`config.mk`:
```
export PLATFORM = sky130hd
export DESIGN_NAME = stream_divider_core
export DESIGN_NICKNAME = d
export VERILOG_FILES = /design/src/rtl/stream_divider_core.sv
export SDC_FILE = /design/constraint.sdc
export NUM_CORES = 1
export LEC_CHECK = 0
export ABC_AREA = 1
export CAP_MARGIN = 20
export CORE_MARGIN = 8
export CORE_UTILIZATION = 50
export CTS_BUF_LIST = sky130_fd_sc_hd__clkbuf_16
export DETAILED_ROUTE_END_ITERATION = 10
export PLACE_DENSITY = 0.77
export SLEW_MARGIN = 20
export SYNTH_ARGS = -nofsm -noshare
export SYNTH_HDL_FRONTEND = slang
export SYNTH_SLANG_ARGS = --single-unit
```
`constraint.sdc`:
```
create_clock -name clk -period 1.85 [get_ports clk]
set_clock_uncertainty 0.05 [all_clocks]
set_input_delay 0.555 -clock clk [delete_from_list [all_inputs] [get_ports clk]]
set_output_delay 0.555 -clock clk [all_outputs]
set_load 0.03 [all_outputs]
```
`src/rtl/stream_divider_core.sv`:
```
// Iterative unsigned restoring divider: one quotient bit per clock, start/done level handshake.
// Results are registered and change only when a division completes.
module stream_divider_core #(
    parameter int WIDTH = 32
) (
    input  logic             clk,
    input  logic             reset,
    input  logic             start,
    input  logic [WIDTH-1:0] dividend,
    input  logic [WIDTH-1:0] divisor,
    output logic             done,
    output logic [WIDTH-1:0] quotient,
    output logic [WIDTH-1:0] reminder
);

    localparam int CW = $clog2(WIDTH + 1);
    localparam logic [CW-1:0] CNT_INIT = CW'(WIDTH);
    localparam logic [CW-1:0] CNT_ONE  = CW'(1);

    typedef enum logic [1:0] {
        IDLE = 2'd0,
        BUSY = 2'd1,
        DONE = 2'd2
    } state_t;

    state_t           state_r, state_next_s;
    logic [WIDTH-1:0] dvd_r, dvd_next_s;
    logic [WIDTH-1:0] dvs_r, dvs_next_s;
    logic [WIDTH:0]   rem_r, rem_next_s;
    logic [CW-1:0]    cnt_r, cnt_next_s;
    logic [WIDTH-1:0] quo_r, quo_next_s;
    logic [WIDTH-1:0] rmd_r, rmd_next_s;
    logic             done_r, done_next_s;
    logic [2*WIDTH:0] step_s;

    // One restoring step: returns {partial remainder (WIDTH+1), shifted quotient (WIDTH)}.
    function automatic logic [2*WIDTH:0] div_step(input logic [WIDTH:0]   rem,
                                                  input logic [WIDTH-1:0] q,
                                                  input logic [WIDTH-1:0] d);
        logic [WIDTH:0] shifted;
        logic [WIDTH:0] dext;
        shifted = {rem[WIDTH-1:0], q[WIDTH-1]};
        dext    = {1'b0, d};
        if (shifted >= dext) begin
            div_step = {shifted - dext, q[WIDTH-2:0], 1'b1};
        end else begin
            div_step = {shifted, q[WIDTH-2:0], 1'b0};
        end
    endfunction

    // Next-state and datapath update for the IDLE/BUSY/DONE handshake.
    always_comb begin
        state_next_s = state_r;
        dvd_next_s   = dvd_r;
        dvs_next_s   = dvs_r;
        rem_next_s   = rem_r;
        cnt_next_s   = cnt_r;
        quo_next_s   = quo_r;
        rmd_next_s   = rmd_r;
        done_next_s  = done_r;
        step_s       = div_step(rem_r, dvd_r, dvs_r);
        case (state_r)
            IDLE: begin
                done_next_s = 1'b0;
                if (start) begin
                    dvd_next_s   = dividend;
                    dvs_next_s   = divisor;
                    rem_next_s   = {(WIDTH + 1){1'b0}};
                    cnt_next_s   = CNT_INIT;
                    state_next_s = BUSY;
                end else begin
                    state_next_s = IDLE;
                end
            end
            BUSY: begin
                // dvd_r doubles as the quotient shift register while busy
                rem_next_s = step_s[2*WIDTH:WIDTH];
                dvd_next_s = step_s[WIDTH-1:0];
                cnt_next_s = cnt_r - CNT_ONE;
                if (cnt_r == CNT_ONE) begin
                    state_next_s = DONE;
                    done_next_s  = 1'b1;
                    quo_next_s   = step_s[WIDTH-1:0];
                    rmd_next_s   = step_s[2*WIDTH-1:WIDTH];
                end else begin
                    state_next_s = BUSY;
                end
            end
            DONE: begin
                if (!start) begin
                    state_next_s = IDLE;
                    done_next_s  = 1'b0;
                end else begin
                    state_next_s = DONE;
                    done_next_s  = 1'b1;
                end
            end
            default: begin
                state_next_s = IDLE;
                done_next_s  = 1'b0;
            end
        endcase
    end

    // State and datapath registers; reset discards any division in flight.
    always_ff @(posedge clk or negedge reset) begin
        if (!reset) begin
            state_r <= IDLE;
            dvd_r   <= {WIDTH{1'b0}};
            dvs_r   <= {WIDTH{1'b0}};
            rem_r   <= {(WIDTH + 1){1'b0}};
            cnt_r   <= {CW{1'b0}};
            quo_r   <= {WIDTH{1'b0}};
            rmd_r   <= {WIDTH{1'b0}};
            done_r  <= 1'b0;
        end else begin
            state_r <= state_next_s;
            dvd_r   <= dvd_next_s;
            dvs_r   <= dvs_next_s;
            rem_r   <= rem_next_s;
            cnt_r   <= cnt_next_s;
            quo_r   <= quo_next_s;
            rmd_r   <= rmd_next_s;
            done_r  <= done_next_s;
        end
    end

    assign done     = done_r;
    assign quotient = quo_r;
    assign reminder = rmd_r;

endmodule

```
==> impl_metrics.json <==
{
  "status": "complete, but fails checks",
  "violations": "setup timing",
  "ys_ff_latch": 169,
  "p_per_area_mw_per_mm2": 1334,
  "ys.flop_type": "dfrtp_1",
  "io_buffers": 131,
  "clock_latency_ns": 0.45,
  "crit_path_max_incr_delay_ns": 0.42,
  "crit_arrival_ns": 2.50,
  "synth_top_cells_by_area": "dfrtp_1 44%, nand2_1 20%, inv_1 7.6%",
  "antenna_found_initial": 0,
  "slew_violations": 0,
  "routed_via_density": 5.109,
  "wl_per_cell_um": 16.03,
  "clockRootBuffer": "clkbuf_16",
  "synth_area_mm2": 0.009630,
  "grt_setup_unrepaired": "yes",
  "cts_buffers": 17,
  "total_power_w": 0.01947,
  "area_delta_synth_final_pct": 51.54,
  "gr-usage-all-layers_pct": 24.88,
  "slew_headroom_pct": 72.20,
  "drv_cap": 0,
  "final_hold_viol_count": 0,
  "drt_iter0_markers": 642,
  "worstMarginPinSlew_ns": 0.4170,
  "grt_pass1_wl_um": 48270,
  "syn-instance-count": 1343,
  "critical_path.startpoint_type": "flop",
  "num-nets-final": 1757,
  "routabilityCongestion": 0.9363,
  "grt_max_degree": 77,
  "clock-sinks": 169,
  "fin_crit_sh_pct": 119.6,
  "io_pins": 132,
  "syn_nets": 1449,
  "clockBufferDepth": 2,
  "htree_levels": 4,
  "cp.required_ns": 2.14,
  "synth_seq_area_share_pct": 43.91,
  "ir_drop_mv": 1.137,
  "clkTransAtPathRegs_ns": 0.08,
  "hold_ws_ns": 0.4187,
  "synth_top_area_share_pct": 43.91,
  "overflow": 0,
  "crit_path_top_delay_cell": "dfrtp_1",
  "setup_viol_count_final": 67,
  "cp_max_fo": 8,
  "coreArea_mm2": 0.01883,
  "fill_cells": 1313,
  "insertedDiodeCount": 0,
  "die_height_um": 154.8,
  "avgSynthCellArea_um2": 7.171,
  "p_leak_nw": 7.734,
  "fp.dieW_um": 154.8,
  "setup_ws_ns": -0.3618,
  "end_kind": "flop",
  "die-area_mm2": 0.02396,
  "synth_common_cells": "513 x nand2_1, 195 x inv_1, 169 x dfrtp_1",
  "post-synth-top-count-cell": "nand2_1",
  "final_layout_size_suffix_gt1_share_pct": 30.65,
  "rows": 50,
  "drc_errors": 0,
  "hpwl_um": 21250,
  "hold_path_class": "flop to flop",
  "synth_cell_type_count": 39,
  "crit_top_cell": "nand2_2",
  "synth-edff-count": 0,
  "ant_nets": 0,
  "vias": 9830,
  "cts_tree": "yes",
  "wl_um": 30850,
  "dr.pass1.iters": 5,
  "grt_pass1_vias": 9766,
  "async_reset_ff_share_pct": 100.0,
  "path_class": "flop to flop",
  "fmax_mhz": 452.1,
  "yosys_warnings": 0,
  "crit_chain": "ha_4 -> nand2_2 -> nor2_2 -> nand2_2 -> nor2_1 -> nand2_1 -> nand2_2 -> nor2_4 -> nand2_8 -> clkinv_8 -> clkbuf_16 -> nand2_2 -> nand2_2 -> nand2_1 -> nand2_1",
  "final.min_clock_period_ns": 2.212,
  "synth_top_area_cell": "dfrtp_1",
  "start_util_pct": 51.14
}
## final timing paths
check	startpoint	to	slack (ns)	cells past startpoint
max	rem_r[26]	reminder[12]	-0.36	15
min	reminder[11]	reminder[11]	0.42	2
max reg2reg	rem_r[26]	reminder[12]	-0.36	15
min reg2reg	reminder[11]	reminder[11]	0.42	2
max in group asynchronous	reset	dvd_r[2]	0.65	3
min in group asynchronous	reset	dvs_r[9]	0.54	2
## kinds of logic (layout without fill, tap and decap cells)
kind of cell,count (synthesis),count (layout),share of synthesized area (%)
XOR/XNOR,15,15,1.364
flip-flops,169,169,43.91
AND/OR/NAND/NOR,711,711,29.86
AO/OA/AOI/OAI,163,163,9.562
buffers and inverters,245,566,10.04
multiplexers,1,1,0.1169
adder cells (fa/ha/maj),39,39,5.145
## where the power goes
part	internal (W)	switching (W)	leakage, nW
combinational	0.00445	0.00588	5.28
sequential	0.00487	0.000559	2.16
clock	0.00185	0.00186	0.297
## metal layers
metal / track usage [%] / routed length, um
met5: 0 / 0
met2: 41.85 / 15150
met3: 5.238 / 1862
met1: 30.61 / 12930
met4: 10.22 / 904
## sequential cells by signal, indices dropped and copies added, names as in the netlist
register  cells
done          1
reminder     32
state_r       2
dvd_r        32
rem_r        32
cnt_r         6
dvs_r        32
quotient     32
## worst max-delay path, delay by kind of cell (launching register included)
kind	cells	cell delay, ns
and+or+nand+nor	12	1.01
DFF	1	0.42
adders and majority gates	1	0.33
buffers and inverters	2	0.28
## through the flow
stage / utilization, % / setup TNS, ns / setup WS, ns / instance area (um^2) / cells
after floorplan: - / -1.273 / -0.05974 / 10100 / 1343
after global placement: 68.95 / -25.46 / -0.4404 / 12980 / 1860
after detailed placement: 68.95 / -27.96 / -0.4413 / 12980 / 1860
after CTS: 74.74 / -15.17 / -0.2877 / 14070 / 1904
after global routing: 77.50 / -25.72 / -0.4727 / 14590 / 1924
final: 77.50 / -19.76 / -0.3618 / 14590 / 1924
## cell type report
class | instances | area, um^2 | area share, %
Clock buffer | 17 | 425.4 | 2.915
Clock inverter | 15 | 188.9 | 1.295
Inverter | 199 | 763.2 | 5.230
Multi-Input combinational cell | 929 | 5664 | 38.81
Sequential cell | 169 | 4229 | 28.98
Tap cell | 260 | 325.3 | 2.229
Timing Repair Buffer | 335 | 2998 | 20.54
## what timing repair did
item                                    in CTS  in global routing
hold buffers                                 1                  0
pin swaps                                   30                 57
gates resized for setup                    205                140
cloned                                       0                  3
hold endpoints to repair                    28                  0
buffers inserted                            11                 18
endpoints found under the setup margin     132                152
## cell usage in the layout, fill, tap and decap left out, types with 28 or more instances in the layout
master | synthesis | layout
nand2_2 | 11 | 83
dfrtp_1 | 169 | 169
clkdlybuf4s50_1 | 0 | 65
nand2_4 | 1 | 28
nor2_1 | 82 | 57
buf_4 | 2 | 180
o211ai_1 | 30 | 30
nand3_2 | 1 | 28
dlygate4sd2_1 | 0 | 34
nand3_1 | 73 | 42
inv_1 | 195 | 169
inv_2 | 1 | 28
ha_4 | 0 | 33
a21oi_1 | 56 | 43
nand2_1 | 513 | 413
o21ai_0 | 65 | 64
Power figures use the tool's default switching activity.
